==> config.mk <==
export PLATFORM = sky130hd
export DESIGN_NAME = stopwatch_controller
export DESIGN_NICKNAME = d
export VERILOG_FILES = /design/src/rtl/stopwatch_controller.sv
export SDC_FILE = /design/constraint.sdc
export NUM_CORES = 1
export LEC_CHECK = 0
export CORE_MARGIN = 2
export CORE_UTILIZATION = 44
export CTS_CLUSTER_DIAMETER = 80
export DETAILED_ROUTE_END_ITERATION = 7
export PLACE_DENSITY = 0.76
export SYNTH_ARGS = -nofsm -noshare
export SYNTH_HDL_FRONTEND = slang
export SYNTH_SLANG_ARGS = --single-unit
==> constraint.sdc <==
create_clock -name clk -period 2.9 [get_ports clk]
set_input_delay 0.58 -clock clk [delete_from_list [all_inputs] [get_ports clk]]
set_output_delay 0.58 -clock clk [all_outputs]
set_load 0.03 [all_outputs]
==> src/rtl/stopwatch_controller.sv <==
// Stopwatch control: command decode, tick prescaler, up/down count, expiry and lap freeze (LAP_HOLD_EN).
// Latency: an accepted command or a count tick shows on the registered outputs one clk edge later.
// Backpressure: none. Buttons are levels; overlapping or held buttons are ignored until a lone fresh press.
module stopwatch_controller #(
    parameter int WIDTH    = 8,
    parameter int PRESCALE = 4
) (
    input  logic             clk,
    input  logic             resetN,
    input  logic             start,
    input  logic             stop,
    input  logic             clear,
    input  logic             lap,
    input  logic             countDown,
    input  logic [WIDTH-1:0] loadValue,
    output logic [WIDTH-1:0] count,
    output logic [WIDTH-1:0] display,
    output logic             running,
    output logic             up,
    output logic             lapActive,
    output logic             done
);

    // Prescaler width never drops to zero, even for PRESCALE=1.
    localparam int PW = (PRESCALE > 1) ? $clog2(PRESCALE) : 1;
    localparam logic [PW-1:0] PRESC_LAST = PW'(PRESCALE - 1);

`ifdef LAP_HOLD_EN
    typedef enum logic [1:0] {
        ST_STOPPED  = 2'd0,
        ST_COUNTING = 2'd1,
        ST_EXPIRED  = 2'd2,
        ST_LAPPED   = 2'd3
    } state_t;
`else
    typedef enum logic [1:0] {
        ST_STOPPED  = 2'd0,
        ST_COUNTING = 2'd1,
        ST_EXPIRED  = 2'd2
    } state_t;
`endif

    state_t          state;
    state_t          state_nxt;
    logic [PW-1:0]   presc;
    logic [PW-1:0]   presc_nxt;
    logic [3:0]      btn;
    logic [3:0]      btn_prev;
    logic            accept;
    logic            cmd_start;
    logic            cmd_stop;
    logic            cmd_clear;
    logic            run_state;
    logic            tick;
    logic            expiring;
    logic [WIDTH-1:0] count_nxt;
    logic [WIDTH-1:0] display_nxt;
    logic [WIDTH-1:0] reload_val;
    logic            up_nxt;
    logic            done_nxt;
    logic            running_nxt;
    logic            lapact_nxt;
`ifdef LAP_HOLD_EN
    logic            cmd_lap;
    logic            lap_capture;
`endif

    // Button vector ordered {start, stop, clear, lap}; lap always takes part in exclusivity.
    assign btn = {start, stop, clear, lap};

    // A command needs exactly one button high and that button newly pressed this edge.
    assign accept    = $onehot(btn) && (|(btn & ~btn_prev));
    assign cmd_start = accept && btn[3];
    assign cmd_stop  = accept && btn[2];
    assign cmd_clear = accept && btn[1];
`ifdef LAP_HOLD_EN
    assign cmd_lap   = accept && btn[0];
`endif

    // Counting continues in both the plain and the lapped running states.
`ifdef LAP_HOLD_EN
    assign run_state = (state == ST_COUNTING) || (state == ST_LAPPED);
`else
    assign run_state = (state == ST_COUNTING);
`endif

    assign tick       = run_state && (presc == PRESC_LAST);
    assign reload_val = countDown ? loadValue : '0;

    // Next-state and next-output logic; the tick is resolved before any command overrides the state.
    always_comb begin
        state_nxt   = state;
        count_nxt   = count;
        presc_nxt   = presc;
        up_nxt      = up;
        done_nxt    = 1'b0;
        expiring    = 1'b0;
`ifdef LAP_HOLD_EN
        lap_capture = 1'b0;
`endif

        // Prescaler free-runs only while counting; it holds in stopped and expired states.
        if (run_state) begin
            presc_nxt = tick ? '0 : presc + PW'(1);
        end

        // Count step. Counting down into zero (or ticking while already zero) expires.
        if (tick) begin
            if (up) begin
                count_nxt = count + WIDTH'(1);
            end else if (count <= WIDTH'(1)) begin
                count_nxt = '0;
                state_nxt = ST_EXPIRED;
                done_nxt  = 1'b1;
                expiring  = 1'b1;
            end else begin
                count_nxt = count - WIDTH'(1);
            end
        end

        case (state)
            ST_STOPPED: begin
                if (cmd_start) begin
                    state_nxt = ST_COUNTING;
                    up_nxt    = ~countDown;
                    presc_nxt = '0;
                end else if (cmd_clear) begin
                    count_nxt = reload_val;
                end
            end
            ST_COUNTING: begin
                if (cmd_stop) begin
                    state_nxt = ST_STOPPED;
`ifdef LAP_HOLD_EN
                end else if (cmd_lap && !expiring) begin
                    state_nxt   = ST_LAPPED;
                    lap_capture = 1'b1;
`endif
                end
            end
`ifdef LAP_HOLD_EN
            ST_LAPPED: begin
                if (cmd_stop) begin
                    state_nxt = ST_STOPPED;
                end else if (cmd_lap && !expiring) begin
                    lap_capture = 1'b1;
                end
            end
`endif
            ST_EXPIRED: begin
                if (cmd_clear) begin
                    count_nxt = reload_val;
                    state_nxt = ST_STOPPED;
                end else if (cmd_stop) begin
                    state_nxt = ST_STOPPED;
                end
            end
            default: begin
                state_nxt = ST_STOPPED;
            end
        endcase
    end

    // Display and status decode from the next state so every output is a plain register.
    // In the lapped state the display register itself holds the frozen split value.
    always_comb begin
        display_nxt = count_nxt;
        running_nxt = 1'b0;
        lapact_nxt  = 1'b0;
`ifdef LAP_HOLD_EN
        if (state_nxt == ST_LAPPED) begin
            display_nxt = lap_capture ? count : display;
        end
        running_nxt = (state_nxt == ST_COUNTING) || (state_nxt == ST_LAPPED);
        lapact_nxt  = (state_nxt == ST_LAPPED);
`else
        running_nxt = (state_nxt == ST_COUNTING);
`endif
    end

    // State, count and output registers with synchronous active-low reset.
    always_ff @(posedge clk) begin
        if (!resetN) begin
            state     <= ST_STOPPED;
            count     <= '0;
            display   <= '0;
            presc     <= '0;
            btn_prev  <= '0;
            running   <= 1'b0;
            up        <= 1'b1;
            lapActive <= 1'b0;
            done      <= 1'b0;
        end else begin
            state     <= state_nxt;
            count     <= count_nxt;
            display   <= display_nxt;
            presc     <= presc_nxt;
            btn_prev  <= btn;
            running   <= running_nxt;
            up        <= up_nxt;
            lapActive <= lapact_nxt;
            done      <= done_nxt;
        end
    end

endmodule

== Word level (Yosys, flattened, before mapping) ==
Index checks and enable logic that the tools add are counted.
Word-level totals
  input bits: 15
  logic and storage cells: 52
  bits in registers: 19
Operators by class
  add/subtract/negate cells: 6
  bitwise gates (word level): 5
  muxes and demuxes: 19
  order comparisons: 1
  reduce and logical (&&, ||, !) cells: 9
  equality and inequality tests: 5
Operator list (number)
  $mux W8: 6
  $mux W2: 10
  $pmux W8 S2: 1
  $add A8 B1 Y8 const B: 1
  $le A8 B1 Y1 const B: 1
  $sub A8 B1 Y8 const B: 1
  $pmux W2 S3: 1
  $logic_and A1 B1 Y1: 5
  $add A1 B1 Y2: 2
  $and A4 B4 Y4: 1
  $eq A2 B1 Y1 const B: 2
  $eq A2 B2 Y1 const B: 2
  $not A4 Y4: 1
  $reduce_or A4 Y1: 1
  $add A2 B2 Y3: 1
  $eq A3 B1 Y1 const B: 1
  $not A1 Y1: 3
  $reduce_or A3 Y1: 1
  $add A2 B1 Y2 const B: 1
  $logic_not A2 Y1: 1
  $reduce_and A2 Y1: 1
  $mux W1: 1

== Logic depth before layout (Yosys ltp) ==
  word-level depth: 9
  gate-level depth with buffers: 10
  gate-level depth less buffers: 10

== Least setup slack after synthesis ==
Ideal clock, no wire load.
  path kind: input port to flip-flop
  start: input port start
  end: register display[2]
  path buffers: 0
  arrival time: 2.697 ns
  stages on the path: 9
  path slack: 0.144 ns
  data required time: 2.841 ns
  cell sequence: inv_1 fa_1 inv_1 ha_1 ha_1 nor3b_1 o41ai_4 nor4_1 a22o_1
On the way
  longest elaborated chain between the ends: 8
RTL lines
  start: declaration: line 10  | input logic start,
  $add A1 B1 Y2 (not written as such): line 72  | assign accept = $onehot(btn) && (|(btn & ~btn_prev));
  $add A2 B2 Y3 (not written as such): line 72
  $eq A3 B1 Y1: line 72
  $logic_and A1 B1 Y1: line 72
  $logic_and A1 B1 Y1: line 75  | assign cmd_clear = accept && btn[1];
  $mux W8: line 127, 151
  $mux W8: line 123  | if (cmd_start) begin
  $pmux W8 S2 *: line 121  | case (state)
  end signal: assignment: line 196  | display <= display_nxt;
  end: declaration: line 17  | output logic [WIDTH-1:0] display,
Mark *: on every way between the ends. The rest lies on a longest branch, timed or not.
A chain may end at the register's enable or synchronous reset.

== Final worst setup path ==
  start: input port lap
  end: register running
On the way
  longest elaborated chain between the ends: 9
RTL lines
  start: declaration: line 13  | input logic lap,
  $add A1 B1 Y2 (not written as such): line 72
  $add A2 B2 Y3 (not written as such): line 72
  $eq A3 B1 Y1: line 72
  $logic_and A1 B1 Y1 *: line 72
  $logic_and A1 B1 Y1: line 74  | assign cmd_stop = accept && btn[2];
  $mux W2: line 132, 154
  $mux W2: line 151  | if (cmd_clear) begin
  $pmux W2 S3 *: line 121
  $eq A2 B1 Y1 *: line 177  | running_nxt = (state_nxt == ST_COUNTING);
  end signal: assignment: line 199  | running <= running_nxt;
  end: declaration: line 18  | output logic running,
Marked as above.

==> impl_metrics.env <==
export IMPL_grt_max_degree=16
export IMPL_maxCapViolCount=0
export IMPL_cts_buffers=3
export IMPL_rsz0062_at_grt="false"
export IMPL_pre_cts_ws_ps=-404.5
export IMPL_clk_path_buf_depth=2
export IMPL_wire_per_inst_um=13.46
export IMPL_critPathKind="in2reg"
export IMPL_fin_nets=217
export IMPL_num_rows=20
export IMPL_drive_above_1_share=0.1443
export IMPL_max_vdd_ir_drop_v=0.0002521
export IMPL_multi_input_area_um2=899.6
export IMPL_p_seq_frac=0.444
export IMPL_synthCells=165
export IMPL_grt_overflow=0
export IMPL_synth_top_family_by_area="simple AND/OR/NAND/NOR gates"
export IMPL_max_freq_mhz=358.7
export IMPL_drc=0
export IMPL_yosysSeqAreaShare=0.2719
export IMPL_yosys_area_share_adder=0.06798
export IMPL_clock_tree_root_cell="clkbuf_4"
export IMPL_n_antenna_cell=0
export IMPL_antenna_left=0
export IMPL_tritoncts="built"
export IMPL_p_leak_nw=0.7098
export IMPL_die_w_um=60.39
export IMPL_area_growth_pct=27.73
export IMPL_portBuffers=33
export IMPL_grt_usage=0.1901
export IMPL_vias_per_cell=5.508
export IMPL_worst_pin_slew_ps=617.4
export IMPL_die_area_mm2=0.003646
export IMPL_routed_wl_mm=3.204
export IMPL_p_sw_frac=0.3522
export IMPL_ys_warn_count=0
export IMPL_fin_area_mm2=0.001787
export IMPL_netlist_area_mm2=0.001399
export IMPL_hold_path_class="reg2reg"
export IMPL_synth_edf_count=0
export IMPL_core_area_mm2=0.003028
export IMPL_fin_skew_ps=5.613
export IMPL_critPathLaunchType="input pin"
export IMPL_synth_xor_area_frac=0.01252
export IMPL_fin_crit_ps=2788
export IMPL_synthSimpleGateAreaFrac=0.3148
export IMPL_synth_cell_types=54
export IMPL_setup_viol=0
export IMPL_worstHoldPathCells=2
export IMPL_placed_cell_area_mm2=0.001733
export IMPL_p_clk_frac=0.209
export IMPL_ff2ff_path_depth=7
export IMPL_switchingPower_mw=0.2410
export IMPL_ys_async_sr_fraction=0
export IMPL_regArea_um2=380.4
export IMPL_clock_sinks=19
export IMPL_clock_latency_ps=300
export IMPL_first_pass_iters=4
export IMPL_cp_required_ps=3080
export IMPL_yosys_most_used_dff="dfxtp_1"
export IMPL_grt_first_pass_wirelength_mm=5.409
export IMPL_dp_hpwl_mm=2.485
export IMPL_synthMuxAreaShare=0.02862
export IMPL_synthesis_nets=187
export IMPL_ios=35
export IMPL_power_density_mw_per_mm2=383.0
export IMPL_antenna_found_initial=0
export IMPL_synth_compound_gate_area_share=0.1950
export IMPL_grt_pass1_vias=1233
export IMPL_fill_cells=273
export IMPL_pwr_share_comb=0.346
export IMPL_end_kind="flop"
export IMPL_fin_crit_sh=0.9613
export IMPL_worstPathMaxFanout=4
export IMPL_intPower_mw=0.4432
export IMPL_clk_pin_slew_ps=120
export IMPL_hold_viol=0
export IMPL_place_gp_congestion=0.7905
export IMPL_htree_levels=1
export IMPL_start_util=0.4620
export IMPL_syn_area_per_cell_um2=8.478
export IMPL_ys_seq_elements=19
export IMPL_initialDrtViolationCount=78
export IMPL_layout_setup_ws_ps=112.3
export IMPL_cp_arrival_ps=2970
export IMPL_outcome="complete, no violations"
export IMPL_slew_headroom=0.5879
export IMPL_die_h_um=60.39
export IMPL_drv_slew=0
export IMPL_vias=1311
[repair_timing]
action / CTS / global route
setup buffers: 0 / 0
resized for setup: 5 / 4
setup endpoints to repair: 12 / 11
pin swaps: 2 / 4
hold buffers: 0 / 0
[layout make-up]
class | count | share of cell area
repair buffers | 40 | 0.2129
well taps | 44 | 0.03081
multi-input cells | 119 | 0.5035
inverters | 12 | 0.02521
flip-flops and latches | 19 | 0.2129
clock buffers | 4 | 0.01471
[worst max-delay path, cell delays in order]
cell,delay [ps]
clkdlybuf4s50_1,470
inv_1,60
fa_1,490
inv_1,50
ha_2,180
ha_4,210
nor3b_2,160
buf_4,130
o41ai_4,90
o31ai_1,440
a211oi_1,110
[synthesized netlist by cell type, drive strengths merged (4+ instances only)]
cell    number  area [µm²]
dfxtp       19       380.4
nor2        16       72.57
nor3         9       55.05
buf         13       96.34
nor2b        7       43.79
a211oi       5       42.54
mux2i        4       40.04
inv         11       41.29
ha           6       75.07
a21oi        6       30.03
o21ai        4       20.02
nand2       12       45.04
[power groups by stage]
stage          sequential (mW)  combinational, mW  clock (mW)
2_1_floorplan            0.311              0.156           0
3_3_place_gp             0.307              0.224           0
3_5_place_dp             0.309              0.230           0
4_1_cts                  0.304              0.232       0.144
5_1_grt                  0.308              0.259       0.154
6_report                 0.304              0.237       0.143
[per-layer routing]
layer | vias to the layer above | wire length [µm] | track usage
met2 | 41 | 1612 | 0.3323
li1 | 642 | - | -
met1 | 620 | 1395 | 0.2474
met5 | - | 0 | 0
met4 | 0 | 56 | 0.04762
met3 | 8 | 140 | 0.02559
[layout by cell type, fill, tap and decap left out, types with 2 or more instances in the layout]
cell type         n
nand4_1           3
a21oi_1           6
nor2_1           13
nand3_1           2
a31oi_1           2
a211oi_1          3
inv_1             9
nor4_4            2
clkbuf_4          3
mux2i_1           4
nand3b_1          3
nor2_4            2
clkdlybuf4s50_1  31
dfxtp_1          19
and3_1            2
buf_4             7
o21ai_0           4
dlygate4sd2_1     2
nand2b_1          3
o31ai_1           2
nand2_1          12
a32o_1            3
inv_2             2
ha_1              4
nor3_2            2
and2_1            2
a211oi_2          2
nor2b_1           7
nor3_1            7
o211ai_1          2
[state kept, by name, indices dropped and copies added (netlist names)]
name	count
presc	2
running	1
state	2
display	8
done	1
btn_prev	4
up	1
[kinds of logic after synthesis]
group,after synthesis
flops,19
buf+inv,27
simple gates,71
other cells,1
fa+ha+maj,7
mux,4
compound gates,34
xor+xnor,2
[final timing paths]
path / start / endpoint / slack, ps
setup reg to reg: display[0]$_SDFF_PN0_ / display[5]$_SDFF_PN0_ / 870
setup / recovery: lap / running$_SDFF_PN0_ / 110
hold reg to reg: presc[0]$_SDFF_PN0_ / presc[0]$_SDFF_PN0_ / 540
hold / removal: presc[0]$_SDFF_PN0_ / presc[0]$_SDFF_PN0_ / 540
[metrics by stage]
stage / util / power (mW) / hold WS [ps] / instances / setup TNS (ps)
after global routing: 0.5901 / 0.7211 / 584.0 / 238 / 0
after global placement: 0.5723 / 0.5318 / 513.2 / 234 / -3638
final: 0.5901 / 0.6843 / 538.9 / 238 / 0
after detailed placement: 0.5723 / 0.5392 / 521.0 / 234 / -5368
after floorplan: - / 0.4665 / 508.3 / 165 / 0
after CTS: 0.5818 / 0.6791 / 542.1 / 238 / 0
Power figures use the tool's default switching activity.
